==> src/rtl/systolic_pkg.sv <==
// Types shared across the systolic array datapath blocks.
package systolic_pkg;

  typedef enum logic {
    IDLE  = 1'b0,
    SHIFT = 1'b1
  } piso_state_e;

endpackage : systolic_pkg

==> src/rtl/piso.sv <==
// Parallel-in, serial-out buffer: takes one depth_p-element word per handshake
// and streams its elements, element 0 first, over a width_p-bit valid/ready port.
module piso
  import systolic_pkg::*;
#(
  parameter int width_p = 8,
  parameter int depth_p = 128
) (
  input  logic                       clk_i,
  input  logic                       reset_ni,
  input  logic                       valid_i,
  output logic                       ready_o,
  input  logic [width_p*depth_p-1:0] data_i,
  output logic                       valid_o,
  input  logic                       ready_i,
  output logic [width_p-1:0]         data_o,
  output logic                       last_o
);

  localparam int ptr_w_lp = $clog2(depth_p);
  localparam logic [ptr_w_lp-1:0] last_idx_lp = ptr_w_lp'(depth_p - 1);

  piso_state_e                 state_q, state_d;
  logic [ptr_w_lp-1:0]         rd_ptr_q, rd_ptr_d;
  logic [width_p*depth_p-1:0]  buf_q;

  logic in_fire;
  logic out_fire;

  assign valid_o  = (state_q == SHIFT);
  assign last_o   = valid_o & (rd_ptr_q == last_idx_lp);
  // ready_i reaches ready_o combinationally so the next word lands on the
  // same edge the last element leaves, giving back-to-back words no bubble.
  assign ready_o  = (state_q == IDLE) | (last_o & ready_i);
  assign in_fire  = valid_i & ready_o;
  assign out_fire = valid_o & ready_i;

  assign data_o = buf_q[int'(rd_ptr_q)*width_p +: width_p];

  always_comb begin
    // NOTE: every output of this block gets a default first; a path that
    // leaves one unassigned would infer a latch.
    state_d  = state_q;
    rd_ptr_d = rd_ptr_q;
    unique case (state_q)
      IDLE: begin
        if (in_fire) begin
          state_d  = SHIFT;
          rd_ptr_d = '0;
        end
      end
      SHIFT: begin
        if (out_fire) begin
          if (last_o) begin
            // Wrap is explicit so non-power-of-two depths never overflow.
            rd_ptr_d = '0;
            state_d  = in_fire ? SHIFT : IDLE;
          end else begin
            rd_ptr_d = rd_ptr_q + 1'b1;
          end
        end
      end
      default: begin
        state_d  = IDLE;
        rd_ptr_d = '0;
      end
    endcase
  end

  always_ff @(posedge clk_i or negedge reset_ni) begin
    // NOTE: sequential state uses non-blocking assignments so every register
    // samples the pre-edge values regardless of statement order.
    if (!reset_ni) begin
      state_q  <= IDLE;
      rd_ptr_q <= '0;
    end else begin
      state_q  <= state_d;
      rd_ptr_q <= rd_ptr_d;
    end
  end

  // NOTE: the word buffer is deliberately left without reset; its contents are
  // only observed while valid_o is high, which requires a fresh load first.
  always_ff @(posedge clk_i) begin
    if (in_fire) begin
      buf_q <= data_i;
    end
  end

endmodule : piso

==> config.mk <==
export PLATFORM = sky130hd
export DESIGN_NAME = piso
export DESIGN_NICKNAME = d
export VERILOG_FILES = /design/src/rtl/systolic_pkg.sv /design/src/rtl/piso.sv
export SDC_FILE = /design/constraint.sdc
export NUM_CORES = 1
export LEC_CHECK = 0
export CAP_MARGIN = 20
export CORE_AREA = 2 2 402 404
export DETAILED_ROUTE_END_ITERATION = 10
export DIE_AREA = 0 0 404 406
export GPL_TIMING_DRIVEN = 1
export SYNTH_ARGS = -nofsm -noshare
export SYNTH_HDL_FRONTEND = slang
export SYNTH_SLANG_ARGS = --single-unit
==> constraint.sdc <==
create_clock -name clk_i -period 38.1 [get_ports clk_i]
set_clock_uncertainty 0.15 [all_clocks]
set_input_delay 7.62 -clock clk_i [delete_from_list [all_inputs] [get_ports clk_i]]
set_output_delay 7.62 -clock clk_i [all_outputs]
set_load 0.05 [all_outputs]
Word level (Yosys, flattened, before mapping)
Cells that the tools add are included.
{ "classes": {"addsub": 1, "eq_ne": 3, "shift": 1, "mux": 8, "n_bitwise": 6, "n_reduce_logical": 1} }
{ "op_table": {"columns": ["operator", "count"], "rows": [
  ["indexed part select 1024 x 11 -> 8 bit", 1],
  ["two-way mux 7 bit", 3],
  ["one-hot mux 7 bit (2 select lines)", 1],
  ["adder 7 x 1 -> 7 bit (second input constant)", 1],
  ["== test 7 bit (second input constant)", 1],
  ["bitwise AND 1 bit", 4],
  ["two-way mux 1 bit", 3],
  ["inequality test 2 x 1 -> 1 bit (second input constant)", 1],
  ["inequality test 2 bit (second input constant)", 1],
  ["one-hot mux 1 bit (2 select lines)", 1],
  ["AND reduction 2 bit", 1],
  ["inverter 1 bit", 1],
  ["bitwise OR 1 bit", 1]
]} }
{ "word_totals": {"register_bits": 1032, "out_inout_bits": 11, "wordCells": 23} }

Longest topological paths before layout
{ "depth": {"word_depth": 9, "mapped_depth": 10, "depth_no_buf": 6} }

Least setup slack after synthesis
Ideal clock, no wire load.
{ "synth_timing": {"path_kind": "input port to flip-flop", "startpoint": "in ready_i", "endpoint": "reg buf_q[0], enable pin", "setup_ns": 1.526, "t_arrival_ns": 31.243, "slack_ns": 5.180, "cell_stages": 4, "path_buffers": 1, "path_cell_list": "buf_2 -> nand2_1 -> nand2_1 -> and2_1"} }
{ "synth_via": {"elab_chain_cells": 3} }
{ "synth_rtl": {"columns": ["item", "line_no", "text"], "rows": [
  ["start: declaration", "piso.sv:15", "input logic ready_i,"],
  ["bitwise AND 1 bit", "piso.sv:34", "assign ready_o = (state_q == IDLE) | (last_o & ready_i);"],
  ["bitwise OR 1 bit", "piso.sv:34", null],
  ["net ready_o", "piso.sv:12", "output logic ready_o,"],
  ["bitwise AND 1 bit", "piso.sv:35", "assign in_fire = valid_i & ready_o;"],
  ["net in_fire", "piso.sv:27", "logic in_fire;"],
  ["end signal: assignment", "piso.sv:86", "buf_q <= data_i;"],
  ["end: declaration", "piso.sv:25", "logic [width_p*depth_p-1:0] buf_q;"]
]} }
The timed path passes the listed nets, and every way through them passes these cells.
A chain may end at the register's enable or synchronous reset.

Worst setup path after layout
{ "layout_timing": {"startpoint": "in ready_i", "endpoint": "out ready_o"} }
{ "layout_via": {"elab_chain_cells": 2} }
{ "layout_rtl": {"columns": ["item", "line_no"], "rows": [
  ["bitwise AND 1 bit", "piso.sv:34"],
  ["bitwise OR 1 bit", "piso.sv:34"],
  ["end: declaration", "piso.sv:12"]
]} }
No other way between the ends.

==> summary.md <==
| Metric | Value |
|---|---|
| I/O pin total | 1,039 |
| Post-route ant nets | 0 |
| CP Buf/Inv Count | 2 |
| RSZ-0062 raised after global routing | no |
| Clock root buffer | clkbuf_16 |
| Reg-to-Reg Start | rd_ptr_q[1]$_DFFE_PN0P_ |
| Slew margin rel. | 19.16% |
| Most frequent cell after synthesis | edfxtp_1 |
| Yosys warning count | 0 |
| Synth top cells by count | 1,024 x edfxtp_1, 192 x mux4_2, 161 x mux2i_1, 72 x a22oi_1, 68 x a21oi_1 |
| Internal Pwr Total | 2.168 mW |
| Power per cell area | 55.45 nW/µm² |
| R2R Setup Slk | 29.75 ns |
| Status | finished, final reports clean |
| Initial Util | 24.75% |
| Layout cells sized above 1 | 14.01% |
| Worst-Skew Late Latency | 0.69 ns |
| Resize count post-CTS | 0 |
| Die area | 164,000 µm² |
| First-pass GRT wire length | 190,500 µm |
| Total of max-cap violations | 0 |
| Worst Max-Slew Pin Slew | 1.203 ns |
| Clk pin slew, worst setup/hold paths | 0.06 ns |
| Starting DRT DRC Count | 2,426 |
| Final number of max-transition violations | 0 |
| Worst-path cell chain | clkdlybuf4s50_1, nand2_1, nand2_1, clkdlybuf4s50_1 |
| Final GP Congestion | 0.8499 |
| DR vias/cell | 4.468 |
| DP Cell Count | 4,892 |
| Final worst path period need | 17.28 ns |
| Clock Sinks | 1,032 |
| Synth Cell Area | 39,520 µm² |
| # setup viols final | 0 |
| Gr usage total | 17.04% |
| Setup CP Type | in -> out |
| Uppermost routed layer | met5 |
| IO Port Bufs | 1,038 |
| NetSw | 0.9372 mW |
| Final setup TNS | 0 ns |
| Met2 wire len | 72,340 µm |
| Pre-antenna DRT Iters | 5 |
| Predominant post-synthesis flop cell | edfxtp_1 |
| Synth top area cells | edfxtp_1 78%, mux4_2 11%, mux2i_1 4.1%, a22oi_1 1.4%, a21oi_1 0.86% |
| Nets | 3,949 |
| Fmax | 57.86 MHz |
| Crit-path max cell delay | 0.87 ns |
| Leading area contributor after synthesis | edfxtp_1 |
| Synth async-reset ratio | 0.7752% |
| Clock Tree Buf Depth | 3 |
| Die Wd | 404 µm |
| Hpwl dp | 110,200 µm |
| Inserted Clock Buffers | 112 |
| Core area | 159,600 µm² |
| Power Total | 3.105 mW |
| Register area share after synthesis | 78.32% |
| WHS | 0.6001 ns |
| Crit end category | primary output |
| Top cell type's share of synthesized area | 77.81% |
| Final Hold Viols | 0 |
| Post-synth EDFFs | 1,024 |
| CP max FO | 9 |
| Max VDD drop | 0.00003847 V |
| Area growth syn-to-layout | 41.69% |
| Type of the worst min-delay path | reg -> reg |
| Total number of H-tree levels | 3 |
| DP Worst Slack | 20.81 ns |
| Finished Layout Cells | 5,123 |
| CTS tree | done |
| Final Util | 35.07% |
| CTS Hold Bufs | 0 |
| Netlist cell types | 34 |
| Sequential share of power | 41.0% |
| Met3 WL | 11,590 µm |
| Hold endpoint | rd_ptr_q[3]$_DFFE_PN0P_ |
| Worst Hold Path Cells | 2 |
| Yosys reg bits | 1,032 |
| Drt wl/cell | 28.31 µm |
| Top Family by Delay on Critical Path | buffers and inverters |
| Critical path origin | ready_i |
| Syn Area/Cell | 21.61 µm² |
| Largest net degree at the start of global routing | 169 |
| Wl on met1 | 56,580 µm |
| Initial antenna violation count | 41 |
| GR Overflow Total | 0 |
| Core Rows | 147 |
| CP arrival | 9.51 ns |
| Crit Reg-Reg Endpoint | buf_q[29]$_DFFE_PP_ |
| Crit start category | input pin |
| Post-layout worst setup margin | 20.82 ns |
| Crit-path slowest cell | clkdlybuf4s50_1 |
| Clk network pwr share | 34.6% |
| Vias | 22,890 |
| Sw frac | 30.18% |
| Placed Instance Area | 52,320 µm² |
| Drt total wl | 145,000 µm |
| Syn Inst Count | 1,829 |
| Vias in the first global route | 23,889 |
| Critical Path RT | 30.33 ns |
| Period utilization | 45.36% |
| Die height | 406 µm |
| Logic pwr share | 24.4% |
| Fin area | 55,990 µm² |
| Post-CTS Setup Repair Bufs | 0 |
| R2r worst-path depth | 12 |
| Worst hold start | rd_ptr_q[3]$_DFFE_PN0P_ |
| DRC | 0 |
| Leakage | 17.97 nW |
| Syn nets | 2,858 |
-- final cells by class --
cell class	instances	area (µm²)
antenna	24	60.06
clock buffer	141	2962
clock inverter	66	651.9
fill	15085	103700
multi-input combinational	690	7965
sequential	1032	30960
tap	2086	2610
timing repair buffer	1084	10780
-- registers in the layout (all words and copies together) (netlist names) --
signal,flops
rd_ptr_q,7
buf_q,1024
valid_o,1
-- metal layers --
layer  global-route usage, %  vias to the layer above
met5                       0                        -
met4                   6.167                       16
met3                   4.378                      189
met2                   28.84                     1051
met1                   20.96                    11707
li1                        -                     9927
-- worst register-to-register path, delay by kind of cell (launching register included) --
kind | cells | cell delay (ns)
and+or+nand+nor | 5 | 1.65
buffers and inverters | 6 | 5.00
adders and majority gates | 1 | 0.36
DFF | 1 | 0.83
-- cells in the final DEF (no fill, tap or decap), types with 24 or more instances in the layout --
cell	count
o22ai_1	48
a22oi_1	72
mux2i_1	161
clkinv_2	24
clkbuf_16	112
edfxtp_1	1024
buf_4	41
mux4_2	192
clkdlybuf4s50_1	1038
clkbuf_1	24
a21oi_1	68
diode_2	24
nor2_1	36
-- power by group through the flow --
stage	clock, mW	combinational (mW)	sequential [mW]
floorplan	0	0.376	1.28
global placement	0	0.781	1.30
detailed placement	0	0.782	1.30
CTS	1.10	0.785	1.27
global route	1.14	0.807	1.27
finish	1.07	0.759	1.27
-- cells by family (layout without fill, tap and decap cells) --
family | count (synthesis) | in the layout | synth area share [%]
other | 0 | 24 | 0
and+or+nand+nor | 110 | 110 | 1.323
buffers and inverters | 107 | 1291 | 1.659
DFF | 1032 | 1032 | 78.32
muxes | 355 | 355 | 15.08
AOI/OAI and AO/OA | 224 | 224 | 3.593
adders and majority gates | 1 | 1 | 0.03166
-- worst max-delay path by stage --
| stage | to | slack [ns] | cells after the start |
|---|---|---|---|
| floorplan | buf_q[0]$_DFFE_PP_ | 5.18 | 4 |
| global placement | ready_o | 20.78 | 4 |
| detailed placement | ready_o | 20.81 | 4 |
| CTS | ready_o | 20.79 | 4 |
| global route | ready_o | 20.79 | 4 |
| finish | ready_o | 20.82 | 4 |
No activity file was read; power rests on OpenSTA's default activity.
